$ cat src/rtl/pll_reconfig_ctrl.sv
// PLLA MD-port reconfiguration controller: writes MDIV/ODIV0 under PLL reset,
// verifies each by read-back, releases reset and waits for lock.
module pll_reconfig_ctrl #(
  parameter logic [7:0]  ADDR_MDIV    = 8'h04,
  parameter logic [7:0]  ADDR_ODIV0   = 8'h0C,
  parameter int unsigned RD_LAT       = 2,
  parameter int unsigned RST_HOLD     = 16,
  parameter int unsigned LOCK_TIMEOUT = 65535
) (
  input  logic       clk,
  input  logic       rst_n,
  input  logic       req_valid,
  output logic       req_ready,
  input  logic [7:0] req_mdiv,
  input  logic [7:0] req_odiv0,
  output logic       busy,
  output logic       done,
  output logic       err,
  output logic [1:0] err_code,
  output logic       pll_reset,
  input  logic       pll_lock,
  output logic       locked,
  output logic [1:0] mdopc,
  output logic       mdainc,
  output logic [7:0] mdwdi,
  input  logic [7:0] mdrdo
);

  localparam logic [15:0] HOLD_END = 16'(RST_HOLD - 1);
  localparam logic [15:0] RD_END   = 16'(RD_LAT - 1);
  localparam logic [15:0] LOCK_END = 16'(LOCK_TIMEOUT - 1);

  localparam logic [1:0] OPC_NOP  = 2'b00;
  localparam logic [1:0] OPC_WR   = 2'b01;
  localparam logic [1:0] OPC_RD   = 2'b10;
  localparam logic [1:0] OPC_ADDR = 2'b11;

  typedef enum logic [3:0] {
    S_IDLE,
    S_RST_ASSERT,
    S_ADDR,
    S_WRITE,
    S_READ,
    S_RD_WAIT,
    S_CHECK,
    S_RELEASE,
    S_WAIT_LOCK,
    S_DONE,
    S_ERROR
  } state_t;

  state_t      state, state_n;
  logic [15:0] cnt, cnt_n;
  logic        sel, sel_n;
  logic [7:0]  mdiv_q, mdiv_n;
  logic [7:0]  odiv_q, odiv_n;
  logic [7:0]  sample, sample_n;
  logic [1:0]  code_n;
  logic [1:0]  opc_n;
  logic [7:0]  wdi_n;
  logic [7:0]  wval;
  logic        prst_n;
  logic        sync1;

  assign mdainc = 1'b0;
  assign wval   = sel ? odiv_q : mdiv_q;

  always_comb begin
    state_n  = state;
    cnt_n    = cnt;
    sel_n    = sel;
    mdiv_n   = mdiv_q;
    odiv_n   = odiv_q;
    sample_n = sample;
    code_n   = err_code;
    unique case (state)
      S_IDLE: begin
        if (req_valid && req_ready) begin
          state_n = S_RST_ASSERT;
          mdiv_n  = req_mdiv;
          odiv_n  = req_odiv0;
          code_n  = 2'b00;
          sel_n   = 1'b0;
          cnt_n   = '0;
        end
      end
      S_RST_ASSERT: begin
        if (cnt == HOLD_END) begin
          state_n = S_ADDR;
          cnt_n   = '0;
        end else begin
          cnt_n = cnt + 16'd1;
        end
      end
      S_ADDR:  state_n = S_WRITE;
      S_WRITE: state_n = S_READ;
      S_READ: begin
        state_n = S_RD_WAIT;
        cnt_n   = '0;
      end
      S_RD_WAIT: begin
        if (cnt == RD_END) begin
          sample_n = mdrdo;
          state_n  = S_CHECK;
        end else begin
          cnt_n = cnt + 16'd1;
        end
      end
      S_CHECK: begin
        if (sample != wval) begin
          code_n  = 2'b01;
          state_n = S_ERROR;
        end else if (!sel) begin
          sel_n   = 1'b1;
          state_n = S_ADDR;
        end else begin
          state_n = S_RELEASE;
          cnt_n   = '0;
        end
      end
      // counter runs from RELEASE so timeout lands LOCK_TIMEOUT cycles after it
      S_RELEASE: begin
        state_n = S_WAIT_LOCK;
        cnt_n   = cnt + 16'd1;
      end
      S_WAIT_LOCK: begin
        if (locked) begin
          state_n = S_DONE;
        end else if (cnt == LOCK_END) begin
          code_n  = 2'b10;
          state_n = S_ERROR;
        end else begin
          cnt_n = cnt + 16'd1;
        end
      end
      S_DONE:  state_n = S_IDLE;
      S_ERROR: state_n = S_IDLE;
      default: state_n = S_IDLE;
    endcase
  end

  always_comb begin
    opc_n = OPC_NOP;
    wdi_n = 8'h00;
    unique case (1'b1)
      (state_n == S_ADDR): begin
        opc_n = OPC_ADDR;
        wdi_n = sel_n ? ADDR_ODIV0 : ADDR_MDIV;
      end
      (state_n == S_WRITE): begin
        opc_n = OPC_WR;
        wdi_n = sel_n ? odiv_n : mdiv_n;
      end
      (state_n == S_READ): opc_n = OPC_RD;
      default: ;
    endcase
  end

  assign prst_n = (state_n == S_RST_ASSERT) || (state_n == S_ADDR) ||
                  (state_n == S_WRITE) || (state_n == S_READ) ||
                  (state_n == S_RD_WAIT) || (state_n == S_CHECK);

  always_ff @(posedge clk or negedge rst_n) begin
    if (!rst_n) begin
      state     <= S_IDLE;
      cnt       <= '0;
      sel       <= 1'b0;
      mdiv_q    <= 8'h00;
      odiv_q    <= 8'h00;
      sample    <= 8'h00;
      req_ready <= 1'b1;
      busy      <= 1'b0;
      done      <= 1'b0;
      err       <= 1'b0;
      err_code  <= 2'b00;
      pll_reset <= 1'b0;
      mdopc     <= OPC_NOP;
      mdwdi     <= 8'h00;
    end else begin
      state     <= state_n;
      cnt       <= cnt_n;
      sel       <= sel_n;
      mdiv_q    <= mdiv_n;
      odiv_q    <= odiv_n;
      sample    <= sample_n;
      req_ready <= (state_n == S_IDLE);
      busy      <= (state_n != S_IDLE);
      done      <= (state_n == S_DONE);
      err       <= (state_n == S_ERROR);
      err_code  <= code_n;
      pll_reset <= prst_n;
      mdopc     <= opc_n;
      mdwdi     <= wdi_n;
    end
  end

  always_ff @(posedge clk or negedge rst_n) begin
    if (!rst_n) begin
      sync1  <= 1'b0;
      locked <= 1'b0;
    end else begin
      sync1  <= pll_lock;
      locked <= sync1;
    end
  end

endmodule

$ cat config.mk
export PLATFORM = sky130hd
export DESIGN_NAME = pll_reconfig_ctrl
export DESIGN_NICKNAME = d
export VERILOG_FILES = /design/src/rtl/pll_reconfig_ctrl.sv
export SDC_FILE = /design/constraint.sdc
export NUM_CORES = 1
export LEC_CHECK = 0
export BUFFER_PORTS_ARGS = -buffer_cell sky130_fd_sc_hd__buf_2
export CAP_MARGIN = 15
export CORE_ASPECT_RATIO = 1.75
export CORE_MARGIN = 5
export CORE_UTILIZATION = 59
export CTS_BUF_LIST = sky130_fd_sc_hd__clkbuf_8
export DETAILED_ROUTE_END_ITERATION = 8
export MAX_ROUTING_LAYER = met4
export PLACE_DENSITY = 0.85
export RECOVER_POWER = 50
export SYNTH_ARGS = -nofsm -noshare
export SYNTH_HDL_FRONTEND = slang
export SYNTH_SLANG_ARGS = --single-unit
$ cat constraint.sdc
create_clock -name clk -period 2.95 [get_ports clk]
set_clock_uncertainty 0.05 [all_clocks]
set_input_delay 0.59 -clock clk [delete_from_list [all_inputs] [get_ports clk]]
set_output_delay 0.59 -clock clk [all_outputs]
set_load 0.01 [all_outputs]
==> metrics <==
status finished, violations left; violated checks capacitance limit, slew limit; CTS tree done; post-placement worst setup slack 80.3 ps; Ant. Diodes 0; Port Buffer Count between 40 and 50; vias per inst 6.01; kind of cell adding the most delay to the critical path simple AND/OR/NAND/NOR gates; most frequent CP cell sky130_fd_sc_hd__or4_4; static leakage 1.85 nW; # nets final 429; critical-path cell list mux2i_1 > xnor2_1 > or4_4 > o41a_1 > or4_4 > o2bb2ai_2; Synth top area share 0.473; number of DRC markers after the initial detailed-route iteration 274; synthesis-to-layout area growth 17.5%; clock buffers created by TritonCTS 9; Syn Area/Cell 9.81 sq um; biggest cell delay along the critical path 570 ps; Netlist cell types 58; number of placement rows 36; synth warn 0; sinks on the clock net between 60 and 70; kind of launch point of the worst setup path flip-flop; number of instances in the synthesized netlist 340; Net Count, Synth 371; Min Clock Period, post-route 2810 ps; Initial DRT Pass Iterations 4; number of failing setup endpoints in the final timing report 0; largest buffer count on any clock path 2; proportion of synthesized chip area in sequential cells 0.480; share of layout cells above drive strength 1 0.236; leading cell type in the layout, fill and taps excluded sky130_fd_sc_hd__dfrtp_1; post-route antenna net violation count 0; Worst Hold Class flip-flop to flip-flop; core region area between 5000 and 6000 sq um; Clk Latency, worst-skew pair about 350 ps; main area contributors after synthesis sky130_fd_sc_hd__dfrtp_1 (47%), sky130_fd_sc_hd__nand2_1 (6.0%), sky130_fd_sc_hd__o31ai_1 (5.0%); horizontal die dimension 66.8 um; CTS Root Buffer Type sky130_fd_sc_hd__clkbuf_8; Initial Util 0.602; remaining routing DRC violations 0; Worst Hold Margin approximately 300 ps; share of synthesized registers carrying an async set or reset 1.00; number of hold-repair buffers added at the cts stage 0; maximum level of the CTS H-tree 3; data arrival time of the critical path 3040 ps; RSZ-0062 raised after global routing no; final max-slew violation count 36; vias in the first global route 2993; Crit Path Class flip-flop to flip-flop; max cap viols 1; number of failing hold endpoints at the final stage 0; drt wl/cell 17.3 um; Slew Limit Headroom -0.160; num ports 47; crit path max fanout 14; WL final between 8 and 9 mm; pwr/cell area 431 nW/um^2; total congestion overflow after global routing 0; post-CTS setup buffers 0; placer congestion estimate 0.939; total global-route track usage 0.263; number of buffers and inverters on the critical path 0; Seq cells post-synth 64; slew at the pin closest to its max-slew limit 1740 ps; overall die height around 110 um; half-perimeter wire length after detailed placement 6.19 mm; crit path capture type flip-flop; worst-case vdd ir drop 0.567 mV; die area approximately 7300 sq um; Top FF cell, synth sky130_fd_sc_hd__dfrtp_1; Clock Pin Slew Worst Setup and Hold Paths 70 ps; most frequent cells in the layout sky130_fd_sc_hd__dfrtp_1 (62), sky130_fd_sc_hd__nand2_1 (53), sky130_fd_sc_hd__buf_2 (37), sky130_fd_sc_hd__o31ai_1 (22), sky130_fd_sc_hd__nor2_1 (21); routed vias 2879; Critical-path top delay cell sky130_fd_sc_hd__dfrtp_2; post-cts repair resize count 1; antenna violations before repair 0; maximum number of pins on one net before global-route repair 36; number of enable flip-flop cells after synthesis 0; wire length of the first global-routing pass 13.7 mm; peak clock frequency supported by timing 0.355 GHz; Syn Std Cell Area about 3300 sq um; worst setup margin 135 ps; most area-hungry cell type in the Yosys netlist sky130_fd_sc_hd__dfrtp_1; final setup TNS 0 ps; WP data required 3170 ps; crit share post-route 0.954
[final timing paths]
check                      start  endpoint  slack [ps]  depth (start not counted)
hold reg to reg            sync1    locked         300                          0
setup / recovery             sel  mdwdi[3]         140                          6
hold / removal             sync1    locked         300                          0
setup reg to reg             sel  mdwdi[3]         140                          6
max in group asynchronous  rst_n    cnt[2]         670                          2
min in group asynchronous  rst_n      done         640                          1
[per-layer routing]
metal  track usage  vias up  part of all wire
li1              -     1337                 -
met1         0.253     1392              0.33
met2         0.462      112              0.57
met3        0.0501       38             0.045
met4         0.177        0             0.055
met5             -        -                 0
[where the power goes]
group | internal, mW | switching (mW) | leakage, nW
Clock | 0.433 | 0.341 | 0.101
Sequential | 0.879 | 0.000737 | 0.839
Combinational | 0.0135 | 0.0235 | 0.912
Total | 1.32 | 0.365 | 1.85
[sequential cells by signal (all words and copies together), names as in the netlist, 2 cells and up]
| name | cells |
|---|---|
| state | 4 |
| mdwdi | 8 |
| sample | 8 |
| err_code | 2 |
| cnt | 16 |
| mdopc | 2 |
| odiv_q | 8 |
| mdiv_q | 8 |
[layout make-up]
class,instances,area (sq um)
fill,428,1620
multi-input combinational,251,1610
tap,76,95.1
timing repair buffer,65,375
sequential,64,1600
clock buffer,11,151
clock inverter,5,55.1
inverter,7,26.3
[cell usage after synthesis, types with 2 or more instances]
cell type and instances:
sky130_fd_sc_hd__clkbuf_1 12, sky130_fd_sc_hd__o41ai_1 2, sky130_fd_sc_hd__mux2_2 10, sky130_fd_sc_hd__nand2_1 53, sky130_fd_sc_hd__or4_4 2, sky130_fd_sc_hd__nand2b_1 7
sky130_fd_sc_hd__buf_6 3, sky130_fd_sc_hd__nand3_1 14, sky130_fd_sc_hd__nor4_1 6, sky130_fd_sc_hd__xnor2_1 7, sky130_fd_sc_hd__nor2_1 21, sky130_fd_sc_hd__or2_2 4
sky130_fd_sc_hd__a21oi_1 2, sky130_fd_sc_hd__nor3b_1 6, sky130_fd_sc_hd__or3_1 2, sky130_fd_sc_hd__nand4_1 2, sky130_fd_sc_hd__mux2i_1 16, sky130_fd_sc_hd__and3_1 8
sky130_fd_sc_hd__nor2b_1 10, sky130_fd_sc_hd__dfrtp_1 63, sky130_fd_sc_hd__o21ai_0 13, sky130_fd_sc_hd__a31oi_1 4, sky130_fd_sc_hd__ha_1 3, sky130_fd_sc_hd__o31ai_1 22
sky130_fd_sc_hd__o21ai_1 4, sky130_fd_sc_hd__nor3_1 6, sky130_fd_sc_hd__inv_1 7
[per-stage QoR]
stage	instance area (sq um)	util	total power, mW	std cells
after floorplan	3340	-	0.899	340
after global placement	3740	0.674	0.936	463
after detailed placement	3740	0.674	0.937	463
after CTS	3940	0.712	1.71	479
after global routing	3920	0.707	1.75	479
final	3920	0.707	1.69	479
[kinds of logic after synthesis]
group,Yosys count,synth area share
AOI/OAI and AO/OA,63,0.137
xor gates and xnor gates,8,0.0210
adders and majority gates,3,0.0113
buffers and inverters,25,0.0364
DFF,64,0.480
muxes,26,0.0818
other,1,0.00112
and+or+nand+nor,150,0.231
[worst reg2reg max path: cells and delay by family (launching register included)]
family / cells / cell delay (ps)
and+or+nand+nor: 2 / 990
AOI/OAI and AO/OA: 2 / 640
DFF: 1 / 570
muxes: 1 / 360
xor gates and xnor gates: 1 / 130
(Power assumes the default switching activity.)
